===== src/rtl/demux_pkg.sv =====
// ============================================================================
// Module  : demux_pkg
// Brief   : Shared constants and the lane-slice helper for the 1-to-8 demux.
// Rev     : 1.0  initial release
// ============================================================================
`default_nettype none

package demux_pkg;

    localparam int LANES = 8;
    localparam int SEL_W = 3;
    localparam logic [SEL_W-1:0] LAST_LANE = SEL_W'(LANES - 1);

    // Bit offset of lane k inside the packed lane bus.
    function automatic int lane_lsb(input int k, input int width);
        return k * width;
    endfunction

endpackage

`default_nettype wire


===== src/rtl/demux1_8_if.sv =====
// ============================================================================
// Module  : demux1_8_if
// Brief   : Input beat handshake plus per-lane output handshakes of demux1_8.
// Rev     : 1.0  initial release
// ============================================================================
`default_nettype none

interface demux1_8_if #(
    parameter int WIDTH = 4
);
    logic                                    auto_mode;
    logic                                    in_valid;
    logic                                    in_ready;
    logic [WIDTH-1:0]                        in_data;
    logic [demux_pkg::SEL_W-1:0]             in_sel;
    logic [demux_pkg::LANES-1:0]             out_valid;
    logic [demux_pkg::LANES-1:0]             out_ready;
    logic [demux_pkg::LANES*WIDTH-1:0]       out_data;
    logic [demux_pkg::SEL_W-1:0]             ptr;
    logic                                    frame_done;

    modport master (
        output auto_mode, in_valid, in_data, in_sel, out_ready,
        input  in_ready, out_valid, out_data, ptr, frame_done
    );

    modport slave (
        input  auto_mode, in_valid, in_data, in_sel, out_ready,
        output in_ready, out_valid, out_data, ptr, frame_done
    );
endinterface

`default_nettype wire


===== src/rtl/demux_lane.sv =====
// ============================================================================
// Module  : demux_lane
// Brief   : One-entry lane holding register with valid/ready output handshake.
// Rev     : 1.0  initial release
// ============================================================================
`default_nettype none

module demux_lane #(
    parameter int WIDTH = 4
) (
    input  wire logic             clk,
    input  wire logic             rst,
    input  wire logic             i_load,
    input  wire logic [WIDTH-1:0] i_data,
    input  wire logic             i_out_ready,
    output logic                  o_out_valid,
    output logic [WIDTH-1:0]      o_out_data,
    output logic                  o_free
);

    logic             r_valid;
    logic [WIDTH-1:0] r_data;

    // A load wins over a drain so a same-cycle drain+load keeps the lane full.
    always_ff @(posedge clk) begin
        if (rst) begin
            r_valid <= 1'b0;
            r_data  <= '0;
        end else if (i_load) begin
            r_valid <= 1'b1;
            r_data  <= i_data;
        end else if (i_out_ready) begin
            r_valid <= 1'b0;
        end
    end

    assign o_out_valid = r_valid;
    assign o_out_data  = r_data;
    assign o_free      = !r_valid || i_out_ready;

endmodule

`default_nettype wire


===== src/rtl/demux1_8.sv =====
// ============================================================================
// Module  : demux1_8
// Brief   : Registered 1-to-8 lane distributor with manual or round-robin select.
// Rev     : 1.0  initial release
// ============================================================================
`default_nettype none

module demux1_8
    import demux_pkg::*;
#(
    parameter int WIDTH = 4
) (
    input  wire logic   clk,
    input  wire logic   rst,
    demux1_8_if.slave   bus
);

    logic [SEL_W-1:0]       w_tgt;
    logic                   w_ready;
    logic                   w_accept;
    logic [LANES-1:0]       w_free;
    logic [LANES-1:0]       w_load;
    logic [LANES-1:0]       w_valid;
    logic [WIDTH-1:0]       w_lane_data [LANES];
    logic [LANES*WIDTH-1:0] w_out_data;
    logic [SEL_W-1:0]       r_ptr;
    logic                   r_frame_done;

    assign w_tgt    = bus.auto_mode ? r_ptr : bus.in_sel;
    assign w_ready  = w_free[w_tgt];
    assign w_accept = bus.in_valid && w_ready;

    always_comb begin
        w_load = '0;
        if (w_accept) begin
            w_load[w_tgt] = 1'b1;
        end
    end

    generate
        for (genvar k = 0; k < LANES; k++) begin : g_lane
            demux_lane #(
                .WIDTH (WIDTH)
            ) u_lane (
                .clk         (clk),
                .rst         (rst),
                .i_load      (w_load[k]),
                .i_data      (bus.in_data),
                .i_out_ready (bus.out_ready[k]),
                .o_out_valid (w_valid[k]),
                .o_out_data  (w_lane_data[k]),
                .o_free      (w_free[k])
            );
        end
    endgenerate

    always_comb begin
        w_out_data = '0;
        for (int k = 0; k < LANES; k++) begin
            w_out_data[lane_lsb(k, WIDTH) +: WIDTH] = w_lane_data[k];
        end
    end

    // Pointer only moves on auto-mode accepts; the frame pulse marks the lane-7 wrap.
    always_ff @(posedge clk) begin
        if (rst) begin
            r_ptr        <= '0;
            r_frame_done <= 1'b0;
        end else begin
            r_frame_done <= w_accept && bus.auto_mode && (r_ptr == LAST_LANE);
            if (w_accept && bus.auto_mode) begin
                r_ptr <= r_ptr + 1'b1;
            end
        end
    end

    assign bus.in_ready   = w_ready;
    assign bus.out_valid  = w_valid;
    assign bus.out_data   = w_out_data;
    assign bus.ptr        = r_ptr;
    assign bus.frame_done = r_frame_done;

endmodule

`default_nettype wire


===== src/flat_wrapper.sv =====
// flat-port wrapper written by rule: the top's interface ports become plain ports
module demux1_8_flat import demux_pkg::*;
#(
    parameter int WIDTH = 4
)
  (clk, rst, bus_auto_mode, bus_in_valid, bus_in_data, bus_in_sel, bus_out_ready, bus_in_ready, bus_out_valid, bus_out_data, bus_ptr, bus_frame_done);
  demux1_8_if #(.WIDTH(WIDTH)) bus_i ();
  input  wire logic clk;
  input  wire logic rst;
  input wire logic [$bits(bus_i.auto_mode)-1:0] bus_auto_mode;
  input wire logic [$bits(bus_i.in_valid)-1:0] bus_in_valid;
  input wire logic [$bits(bus_i.in_data)-1:0] bus_in_data;
  input wire logic [$bits(bus_i.in_sel)-1:0] bus_in_sel;
  input wire logic [$bits(bus_i.out_ready)-1:0] bus_out_ready;
  output wire logic [$bits(bus_i.in_ready)-1:0] bus_in_ready;
  output wire logic [$bits(bus_i.out_valid)-1:0] bus_out_valid;
  output wire logic [$bits(bus_i.out_data)-1:0] bus_out_data;
  output wire logic [$bits(bus_i.ptr)-1:0] bus_ptr;
  output wire logic [$bits(bus_i.frame_done)-1:0] bus_frame_done;
  assign bus_i.auto_mode = bus_auto_mode;
  assign bus_i.in_valid = bus_in_valid;
  assign bus_i.in_data = bus_in_data;
  assign bus_i.in_sel = bus_in_sel;
  assign bus_i.out_ready = bus_out_ready;
  assign bus_in_ready = bus_i.in_ready;
  assign bus_out_valid = bus_i.out_valid;
  assign bus_out_data = bus_i.out_data;
  assign bus_ptr = bus_i.ptr;
  assign bus_frame_done = bus_i.frame_done;
  demux1_8 #(.WIDTH(WIDTH)) u_core (.clk(clk), .rst(rst), .bus(bus_i));
endmodule

===== config.mk =====
export PLATFORM = sky130hd
export DESIGN_NAME = demux1_8_flat
export DESIGN_NICKNAME = d
export VERILOG_FILES = /design/src/rtl/demux_pkg.sv /design/src/rtl/demux1_8_if.sv /design/src/rtl/demux_lane.sv /design/src/rtl/demux1_8.sv /design/src/flat_wrapper.sv
export SDC_FILE = /design/constraint.sdc
export NUM_CORES = 1
export LEC_CHECK = 0
export ABC_CLOCK_PERIOD_IN_PS = 4450
export BUFFER_PORTS_ARGS = -buffer_cell sky130_fd_sc_hd__buf_2
export CAP_MARGIN = 25
export CORE_MARGIN = 2
export CORE_UTILIZATION = 45
export CTS_CLUSTER_DIAMETER = 150
export DETAILED_ROUTE_END_ITERATION = 16
export PLACE_DENSITY = 0.77
export SYNTH_ARGS = -nofsm -noshare
export SYNTH_HDL_FRONTEND = slang
export SYNTH_SLANG_ARGS = --single-unit
export TNS_END_PERCENT = 20

===== constraint.sdc =====
create_clock -name clk -period 4.45 [get_ports clk]
set_input_delay 0.2225 -clock clk [delete_from_list [all_inputs] [get_ports clk]]
set_output_delay 0.2225 -clock clk [all_outputs]
set_load 0.05 [all_outputs]

==> impl_results.md, run 1 <==
- Status: finished clean
- Initial antenna violation count: 0
- Clk_skew: 0.00457 ns
- # resized after CTS: 0
- Minimum clock period: 2.64 ns
- Most frequent cell after synthesis: dfxtp_1
- CP delay by family, top: compound AO/OA/AOI/OAI gates
- Critical Path RT: 4.23 ns
- Gpl congestion: 0.910
- Ratio of cells with drive above 1 in the final layout: 0.288
- Total die area: 4900 um^2
- Logic gate share of total power: 0.137
- Dpl cell area: approximately 2200 um^2
- Final hold vios: 0
- Data arrival time of the critical path: 2.41 ns
- ANT nets after route: 0
- Crit share post-route: 0.593
- Max incr delay on CP: 0.83 ns
- Mapped Area: 1960 um^2
- GRT Util Overall: 0.175
- Hpwl dp: slightly below 3000 um
- Global-route wire length before repair: between 6000 and 7000 um
- Leak Pwr: 1.22 nW
- Post-route DRC: 0
- Hold Path Depth: 3
- Syn_nets: 218
- Final WS setup: between 1.5 and 2 ns
- EDFF count, synth: 0
- GR peak layer: met2
- Routed vias: ~1500
- Die W: 70.0 um
- Max stage delay cell, worst path: a222oi_1
- Final Cell Area: 2330 um^2
- Worst path bufs/invs: 1
- Clock sink count: 44
- Startpoint types: register
- Seq cells post-synth: 44
- Drt first pass iters: 4
- CP Max Fanout: 9
- Synth area leader: dfxtp_1
- Final setup fails: 0
- # hold bufs at CTS: 0
- H-Tree Level Count: 2
- CP endpoint kind: primary output
- Routing usage on met1: 0.223
- Register area share after synthesis: 0.449
- Die Height: 70.0 um
- Worst ir drop on vdd: 0.196 mV
- Site Rows: 24
- Max_cap viols: 0
- CTS tree: yes
- Switch share: 0.273
- Fmax achieved: 379 MHz
- Initial Utilization: 0.460
- PwrDens: 332 nW/um^2
- Reg power frac: 0.529
- Final #Nets: 270
- Final WL: just over 4000 um
- CORE AREA: about 4300 um^2
- Slew HR: 0.389
- Setup Crit Path Kind: reg -> out
- Synth Area per Inst: around 10 um^2
- Top post-synthesis cells by area: dfxtp_1 45%, mux2i_1 19%, nand2b_1 14%
- Setup Buffers After CTS: 0
- Grt ovf: 0
- Grt met3 use: 0.0606
- CTS root buf: clkbuf_8
- Routed vias/inst: 4.87
- Antenna cell count: 0
- Pre-CTS WS: 1.83 ns
- Worst skew pair latency: 0.30 ns
- Synthesis-to-layout area growth: 18.7%
- Clock power frac: 0.334
- CTS buffer count: 5
- Cell depth of the worst flop-to-flop path: 5
- Crit path depth: 5
- Min-delay worst type: in -> reg
- TNS Setup: 0 ns
- Asr flop ratio synth: 0
- Clock tree buffer depth: 2
- Switching pwr: ~0.21 mW
- Cell chain of the critical path: mux2i_4 > mux2i_1 > a222oi_1 > and2_1 > buf_2
- Total power: 0.774 mW
- Maximum number of pins on one net before global-route repair: 52
- Most frequent cells after synthesis: 44 x dfxtp_1, 43 x nand2b_1, 38 x mux2i_1, 17 x nor2_1, 9 x buf_4
- Yosys cell types: 28
- Vias in the first global route: between 1000 and 1500
- Post-synth top area share: 0.449
- Pint: 0.563 mW
- Top_reg_cell synth: dfxtp_1
- RSZ-0062 raised after global routing: no
- Clock transition at path regs: about 0.08 ns
- WL/cell: 13.6 um
- Initial drt markers: 66
- Io pins: 64
- Measured slew at the worst slew-check pin: 0.916 ns
- Mapped Cells: between 150 and 200
- YS warnings: 0
- M2 GR Usage: 0.269
- Pins over their slew limit: 0
- Port Buffers: 63
worst paths after layout:
| path | start | endpoint | slack [ns] |
|---|---|---|---|
| setup reg to reg | u_core.bus.ptr[0]$_SDFFE_PP0P_ | u_core.g_lane[3].u_lane.o_out_data[1]$_SDFFE_PP0P_ | 1.96 |
| hold / removal | bus_in_data[1] | u_core.g_lane[1].u_lane.o_out_data[1]$_SDFFE_PP0P_ | 0.19 |
| hold reg to reg | u_core.g_lane[6].u_lane.o_out_data[1]$_SDFFE_PP0P_ | u_core.g_lane[6].u_lane.o_out_data[1]$_SDFFE_PP0P_ | 0.48 |
| setup / recovery | u_core.bus.ptr[0]$_SDFFE_PP0P_ | bus_in_ready | 1.81 |
logic make-up after synthesis:
family,count (synthesis),synth area share
AO/OA/AOI/OAI,15,0.0497
adder cells (fa/ha/maj),2,0.0128
buffers and inverters,19,0.0555
flip-flops,44,0.449
multiplexers,40,0.211
AND/OR/NAND/NOR,77,0.222
power groups by stage:
stage	logic, mW	clock network, mW	registers [mW]
3_5_place_dp	0.107	0	0.418
5_1_grt	0.114	0.280	0.411
2_1_floorplan	0.0558	0	0.444
6_report	0.106	0.259	0.409
3_3_place_gp	0.106	0	0.418
4_1_cts	0.107	0.266	0.409
worst reg2reg max path, delay by kind of cell, from the launching register on:
| family | cells | cell delay, ns |
|---|---|---|
| AO/OA/AOI/OAI | 1 | 0.83 |
| flip-flops | 1 | 0.38 |
| multiplexers | 3 | 0.69 |
| AND/OR/NAND/NOR | 1 | 0.52 |
final cells by class:
type / count / area, um^2
fillers: 416 / 1930
multi-input cells: 134 / 972
flip-flops and latches: 44 / 881
repair buffers: 63 / 315
clock buffers: 6 / 82.6
well taps: 52 / 65.1
clock inverters: 2 / 10.0
inverters: 1 / 3.75
sequential cells by signal, summed over array words and instances (netlist names):
| register | count |
|---|---|
| u_core.g_lane.u_lane.o_out_data | 32 |
| u_core.g_lane.u_lane.o_out_valid | 8 |
| u_core.bus.ptr | 3 |
| u_core.bus.frame_done | 1 |
metal layers:
layer,share of wire,vias to the layer above
li1,-,765
met1,0.47,656
met2,0.44,41
met3,0.063,9
met4,0.021,0
met5,0,-
metrics by stage:
step,util,cells,hold WS (ns)
3_5_place_dp,0.525,294,0.463
4_1_cts,0.546,302,0.173
3_3_place_gp,0.525,294,0.455
6_report,0.546,302,0.189
5_1_grt,0.546,302,0.202
2_1_floorplan,-,197,0.366
cells in the final DEF, fill, tap and decap left out, types with 2 or more instances in the layout:
cell type and count:
buf_2 63, dfxtp_1 44, nand2b_1 43, mux2i_1 38, nor2_1 17, a21oi_1 8
nand3_1 6, clkbuf_8 6, a32oi_1 2, nand3b_1 2, nor2b_1 2, ha_1 2
clkinv_2 2
Note: power is estimated with default switching activity, not from simulation.
==> run 2, diff against run 1 <==
Settings changed: ABC_CLOCK_PERIOD_IN_PS 4450 to 2600.
Clock period 4.45 ns to 2.6 ns, I/O delays scaled along.
==> run 2 against run 1 <==
Effect of this change: clock skew shrank 0.0011 ns; clock power grew 76%; critical path depth unchanged; critical path type unchanged.
==> impl_results.md, run 2 (same netlist as run 1, synthesis figures left out) <==
- Io pins: between 60 and 70
- CTS buffer count: 5
- Crit path from: u_core.bus.ptr[0]$_SDFFE_PP0P_
- Crit share post-route: 0.823
- Grt ovf: 0
- Site Rows: 24
- Leak Pwr: roughly 1.2 nW
- Maximum number of pins on one net before global-route repair: 35
- Total die area: 4900 um^2
- Initial drt markers: 107
- Clock sink count: 44
- H-Tree Level Count: 2
- Slew HR: 0.659
- Final WL: 4240 um
- CTS root buf: clkbuf_8
- CP Max Fanout: 7
- Final hold vios: 0
- RSZ-0062 raised after global routing: no
- Min-delay worst type: in -> reg
- Post-route DRC: 0
- Leading cell type in the layout, fill and taps excluded: buf_2
- Die W: ~70 um
- Data arrival time of the critical path: 2.01 ns
- Total power: 1.34 mW
- Clock transition at path regs: 0.08 ns
- Final Util: 0.551
- Max_cap viols: 0
- Final #Nets: approximately 270
- Clock tree buffer depth: 2
- Worst R2R End: u_core.g_lane[6].u_lane.o_out_data[1]$_SDFFE_PP0P_
- Final Cell Area: 2350 um^2
- Global-route wire length before repair: 6890 um
- GRT Util Overall: 0.179
- Worst skew pair latency: 0.29 ns
- Gpl congestion: 0.918
- CP Capture Point: bus_in_ready
- Measured slew at the worst slew-check pin: 0.512 ns
- Clk_skew: between 0.003 and 0.004 ns
- Vias in the first global route: 1473
- Startpoint types: register
- Setup Buffers After CTS: 0
- Ratio of cells with drive above 1 in the final layout: 0.291
- # hold bufs at CTS: 0
- TNS Setup: 0 ns
- Worst ir drop on vdd: about 0.32 mV
- Setup Crit Path Kind: reg -> out
- Routed vias: 1522
- # fillers: approximately 400
- CTS tree: yes
- Pins over their slew limit: 0
- Hpwl dp: between 3000 and 4000 um
- Critical Path RT: 2.47 ns
- Final setup fails: 0
- Dpl cell area: approximately 2300 um^2
- Fmax achieved: 467 MHz
- Synthesis-to-layout area growth: 19.7%
- Antenna cell count: 0
- Status: finished clean
- Origin of the critical flop-to-flop path: u_core.bus.ptr[0]$_SDFFE_PP0P_
- Cell depth of the worst flop-to-flop path: 6
- Hold Worst Slack: 0.0983 ns
- Most frequent cells in the layout: 63 x buf_2, 44 x dfxtp_1, 43 x nand2b_1
- Minimum clock period: 2.14 ns
- PwrDens: 570 nW/um^2
- Initial Utilization: 0.460
- R2R setup slack: 0.54 ns
- Drt first pass iters: 4
- Port Buffers: 63
- Initial antenna violation count: 0
- Max FFs per register: 32
- CORE AREA: approximately 4300 um^2
- CP endpoint kind: primary output
- Die Height: 70.0 um
- ANT nets after route: 0
- Routed vias/inst: 5.02
- WL/cell: 14.0 um
- # resized after CTS: 0
==> run 2: changes by cell type in the layout (fill, tap and decap cells not counted) <==
cell / previous run / this run
buf_4: 0 / 2
clkinv_2: 2 / 0
clkbuf_8: 6 / 7
==> run 2: how the worst min path moves through the flow <==
stage	from	end	depth (start not counted)	slack, ns
2_1_floorplan	bus_in_data[0]	u_core.g_lane[0].u_lane.o_out_data[0]$_SDFFE_PP0P_	2	0.27
5_1_grt	bus_in_data[3]	u_core.g_lane[1].u_lane.o_out_data[3]$_SDFFE_PP0P_	3	0.1
3_3_place_gp	bus_in_data[2]	u_core.g_lane[1].u_lane.o_out_data[2]$_SDFFE_PP0P_	3	0.40
6_report	bus_in_data[1]	u_core.g_lane[0].u_lane.o_out_data[1]$_SDFFE_PP0P_	3	0.1
4_1_cts	bus_in_data[1]	u_core.g_lane[0].u_lane.o_out_data[1]$_SDFFE_PP0P_	3	0.09
3_5_place_dp	bus_in_data[1]	u_core.g_lane[0].u_lane.o_out_data[1]$_SDFFE_PP0P_	3	0.40
==> run 2: stage by stage <==
step | instances | setup slack, ns
final | 303 | 0.459
after global routing | 303 | 0.260
after CTS | 303 | 0.459
after detailed placement | 296 | 0.480
after global placement | 296 | 0.516
after floorplan | 197 | 0.295
==> run 2: per-layer routing <==
layer  vias to the layer above  share of wire  track usage
li1                        764              -            -
met1                       701           0.46        0.236
met2                        47           0.45        0.272
met3                        10          0.065       0.0563
met4                         0          0.024       0.0769
met5                         -              0            0
==> run 2: area by class of cell <==
class / instances / area (um^2) / area share
repair buffers: 65 / 330 / 0.141
clock buffers: 7 / 96.3 / 0.0410
inverters: 1 / 3.75 / 0.00160
multi-input cells: 134 / 972 / 0.414
well taps: 52 / 65.1 / 0.0277
flip-flops and latches: 44 / 881 / 0.375
==> run 2: worst max-delay path: stages, from the launching register on <==
cell      delay, ns
dfxtp_1        0.38
mux2i_4        0.29
mux2i_1        0.12
a222oi_1       0.43
and2_1         0.22
buf_2          0.27
==> run 2: report_power, final <==
part / switching, mW / leakage (nW) / total [mW] / internal, mW
combinational: 0.122 / 0.822 / 0.184 / 0.0626
clock: 0.218 / 0.0503 / 0.455 / 0.237
sequential: 0.0105 / 0.356 / 0.700 / 0.690
total: 0.351 / 1.23 / 1.34 / 0.989
